### src/rtl/gf180mcu_osu_sc_gp12t3v3__tiebank.sv
// Bank of registered tie-off constants loaded through a serial shadow register.
// A full shadow load is copied to Y on UPD; LOCK freezes the whole bank until reset.
module gf180mcu_osu_sc_gp12t3v3__tiebank #(
    parameter int                 WIDTH     = 8,
    parameter logic [WIDTH-1:0]   RESET_VAL = '0
) (
    input  logic             CLK,
    input  logic             R,
    input  logic             SE,
    input  logic             SI,
    input  logic             UPD,
    input  logic             LOCK,
    output logic [WIDTH-1:0] Y,
    output logic             SO,
    output logic             FULL,
    output logic             LOCKED
);

    localparam int CW = $clog2(WIDTH + 1);

    logic [WIDTH-1:0] sh_q, sh_d, sh_shift;
    logic [WIDTH-1:0] y_q, y_d;
    logic [CW-1:0]    cnt_q, cnt_d;
    logic             locked_q, locked_d;
    logic             full;

    assign full = (cnt_q == CW'(WIDTH));

    // Shift toward bit 0; written as a loop so WIDTH=1 needs no empty slice.
    always_comb begin
        sh_shift = sh_q;
        for (int i = 0; i < WIDTH - 1; i++) begin
            sh_shift[i] = sh_q[i+1];
        end
        sh_shift[WIDTH-1] = SI;
    end

    always_comb begin
        sh_d     = sh_q;
        y_d      = y_q;
        cnt_d    = cnt_q;
        locked_d = locked_q | LOCK;
        // UPD wins over SE even when it is ignored for lack of a full load.
        if (!locked_q) begin
            if (UPD) begin
                if (full) begin
                    y_d   = sh_q;
                    cnt_d = '0;
                end
            end else if (SE) begin
                sh_d = sh_shift;
                if (!full) begin
                    cnt_d = cnt_q + CW'(1);
                end
            end
        end
    end

    always_ff @(posedge CLK or posedge R) begin
        if (R) begin
            sh_q     <= RESET_VAL;
            y_q      <= RESET_VAL;
            cnt_q    <= '0;
            locked_q <= 1'b0;
        end else begin
            sh_q     <= sh_d;
            y_q      <= y_d;
            cnt_q    <= cnt_d;
            locked_q <= locked_d;
        end
    end

    assign Y      = y_q;
    assign SO     = sh_q[0];
    assign FULL   = full;
    assign LOCKED = locked_q;

endmodule

### config.mk
export PLATFORM = sky130hd
export DESIGN_NAME = gf180mcu_osu_sc_gp12t3v3__tiebank
export DESIGN_NICKNAME = d
export VERILOG_FILES = /design/src/rtl/gf180mcu_osu_sc_gp12t3v3__tiebank.sv
export SDC_FILE = /design/constraint.sdc
export NUM_CORES = 1
export LEC_CHECK = 0
export BUFFER_PORTS_ARGS = -buffer_cell sky130_fd_sc_hd__buf_2
export CAP_MARGIN = 20
export CORE_UTILIZATION = 52
export CTS_CLUSTER_SIZE = 12
export DETAILED_ROUTE_END_ITERATION = 10
export PLACE_DENSITY = 0.82
export SYNTH_ARGS = -nofsm -noshare
export SYNTH_HDL_FRONTEND = slang
export SYNTH_SLANG_ARGS = --single-unit
### constraint.sdc
create_clock -name CLK -period 1.96 [get_ports CLK]
set_input_delay 0.294 -clock CLK [delete_from_list [all_inputs] [get_ports CLK]]
set_output_delay 0.294 -clock CLK [all_outputs]
set_load 0.02 [all_outputs]
==> flow_metrics.py <==
metrics = {
    "clock_tree": {
        "htreeDepth": 1,
        "clk_path_buf_depth": 2,
        "cts_resized": 0,
        "cts_tree": "yes",
        "cts_setup_buffers": 0,
        "cts-buffers-inserted": 3,
        "ctsHoldBuffers": 0,
        "cts_sinks": 21,
        "clk_pin_slew_ps": 110,
        "clockRootBuffer": "clkbuf_4",
        "clk-insertion-delay-late_ps": 290,
    },
    "timing": {
        "fin_crit_sh_pct": 91.62,
        "fin_crit_ps": 1796,
        "setup_violations": 0,
        "relSlewSlack_pct": 48.45,
        "maxSlewViolCount": 0,
        "rsz0062_at_grt": "false",
        "final_hold_viol_count": 0,
        "fmaxAchievable_mhz": 556.9,
        "max_slew.worst_pin.slew_ps": 772.4,
        "clock_skew_ps": 1.223,
        "finalSetupTns_ps": 0,
    },
    "worst_setup_path": {
        "crit_required_ps": 1670,
        "r2r-start": "cnt_q[1]$_DFFE_PP0P_",
        "path_max_fanout": 7,
        "reg2reg_slack_ps": 330,
        "rr_endpoint": "Y[4]$_DFFE_PP0P_",
        "critical_path_class": "reg2out",
        "r2r.worst_path.cells": 5,
        "cp-end-kind": "primary output",
        "endpoint": "FULL",
        "cp.arrival_ps": 1500,
        "cp-startpoint": "cnt_q[1]$_DFFE_PP0P_",
        "startpoint_type": "flop",
    },
    "grt": {
        "grt_pass1_vias": 556,
        "grt_max_degree": 22,
        "grt_pass1_wl_um": 2511,
        "grt_usage_pct": 18.24,
        "met1_usage_pct": 24.38,
        "grt_overflow": 0,
        "grtUsageMet3_pct": 2.857,
        "grt_antenna_before_repair": 0,
        "grtUsageMet2_pct": 26.76,
        "grt-busiest-layer": "met2",
    },
    "synthesis": {
        "netlist.area_leader.share_pct": 57.14,
        "synth_compound_area_share_pct": 4.762,
        "synth-simple-area-share_pct": 10.61,
        "avgSynthCellArea_um2": 13.52,
        "synth_xor_area_share_pct": 0,
        "synth_mux_area_share_pct": 22.18,
        "syn_area_um2": 919.6,
        "syn_inst": 68,
        "synth_top_family_by_area": "multiplexers",
        "seq_area_frac_synth_pct": 57.14,
        "ys_ff_latch": 21,
        "yosys-top-cells-area": "dfrtp_1, mux2_2, ha_1",
        "synth_area_leader_cell": "dfrtp_1",
        "yosysUniqueCellTypes": 22,
        "syn_nets": 76,
        "ys_warn_count": 0,
        "synth_adder_area_share_pct": 2.721,
    },
    "cells_and_area": {
        "drive_above_1_share_pct": 44.94,
        "layout.nets": 98,
        "final_cell_mix": "dfrtp_1, buf_2, mux2_2, inv_1, nand3_1",
        "diodes": 0,
        "mostFrequentLayoutCell": "dfrtp_1",
        "synthToLayoutAreaGrowth_pct": 14.83,
    },
    "die": {
        "io_pins": 17,
        "chipWidth_um": 44.06,
        "start_util_pct": 58.33,
        "die_height_um": 44.06,
        "rows": 14,
        "dieArea_mm2": 0.001941,
        "core_region_area_mm2": 0.001577,
    },
    "route": {
        "vias_per_cell": 5.619,
        "via_count": 590,
        "drtAntennaViolNets": 0,
        "drc": 0,
        "drt_iter0_drc": 11,
        "wirelength_um": 1538,
        "wl_per_cell_um": 14.65,
        "first_pass_iters": 6,
    },
    "place": {
        "dp_hpwl_um": 1148,
        "gp_congestion": 0.8339,
        "port_buffers": 16,
    },
    "job": {
        "maxCapViolations": 0,
    },
    "power_and_ir_drop": {
        "ir_drop_mv": 0.5099,
        "powerDensity_mw_per_mm2": 639.7,
        "power_uw": 675.5,
        "leakage_uw": 0.0005659,
    },
    "run_status": {
        "status": "complete, no violations",
    },
    "hold_path": {
        "hold_path_class": "in2async",
    },
}
registers in the layout, indices dropped and copies added, names as in the netlist:
signal	count
cnt_q	4
sh_q	8
Y	8
LOCKED	1
per-stage QoR:
stage                     worst slack [ps]  std cells  hold WS (ps)  instance area (um^2)  utilization (%)
after detailed placement             329.7        101         481.4                  1030            65.32
after global placement               410.8        101         462.1                  1030            65.32
final                                164.3        105         119.2                  1056            66.98
after CTS                            140.6        105         144.1                  1056            66.98
after global routing                 86.85        105         176.7                  1056            66.98
after floorplan                      512.0         68         270.5                 919.6                -
worst max-delay path, cell delays in order (launching register included):
cell and delay, ps:
dfrtp_1 440, inv_1 100, ha_1 210, nand3b_4 140, inv_1 140, buf_2 180
Yosys cell counts:
cell type,count
nand3_1,4
nor3b_1,1
a2bb2oi_1,1
nand4_1,1
mux2_4,1
nor2_1,2
or3b_1,1
nor2_4,1
a211o_1,1
dfrtp_1,21
nand2_1,1
or2_2,1
nand3b_4,1
mux2i_1,2
buf_2,1
inv_1,5
a21oi_1,1
ha_1,2
nand2b_1,1
mux2_2,15
o22ai_1,1
o21ai_0,3
worst min path at each step:
| stage | startpoint | end | slack [ps] | cells past startpoint |
|---|---|---|---|---|
| finish | R | Y[1]$_DFFE_PP0P_ | 120 | 2 |
| global placement | R | cnt_q[3]$_DFFE_PP0P_ | 460 | 2 |
| CTS | R | Y[5]$_DFFE_PP0P_ | 140 | 2 |
| detailed placement | R | LOCKED$_DFF_PP0_ | 480 | 2 |
| global route | LOCK | LOCKED$_DFF_PP0_ | 180 | 2 |
| floorplan | R | LOCKED$_DFF_PP0_ | 270 | 1 |
per-layer routing:
metal | share of wire [%] | vias up
met4 | 2.1 | 0
met1 | 46 | 287
met5 | 0 | -
met3 | 3.6 | 4
met2 | 48 | 16
li1 | - | 283
where the power goes:
| group | internal, uW | switching, uW |
|---|---|---|
| combinational | 12.4 | 19.0 |
| sequential | 439 | 4.76 |
| clock | 79.2 | 121 |
final cells by class:
cell class / instances / area, um^2
flip-flops and latches: 21 / 525.5
well taps: 16 / 20.02
clock buffers: 4 / 26.28
repair buffers: 18 / 95.09
fillers: 114 / 520.5
multi-input cells: 41 / 370.4
inverters: 5 / 18.77
cell families after synthesis:
family / Yosys count
adders and majority gates: 2
buffers and inverters: 6
and+or+nand+nor: 14
muxes: 18
AOI/OAI and AO/OA: 7
DFF: 21
No activity file was read; power rests on OpenSTA's default activity.
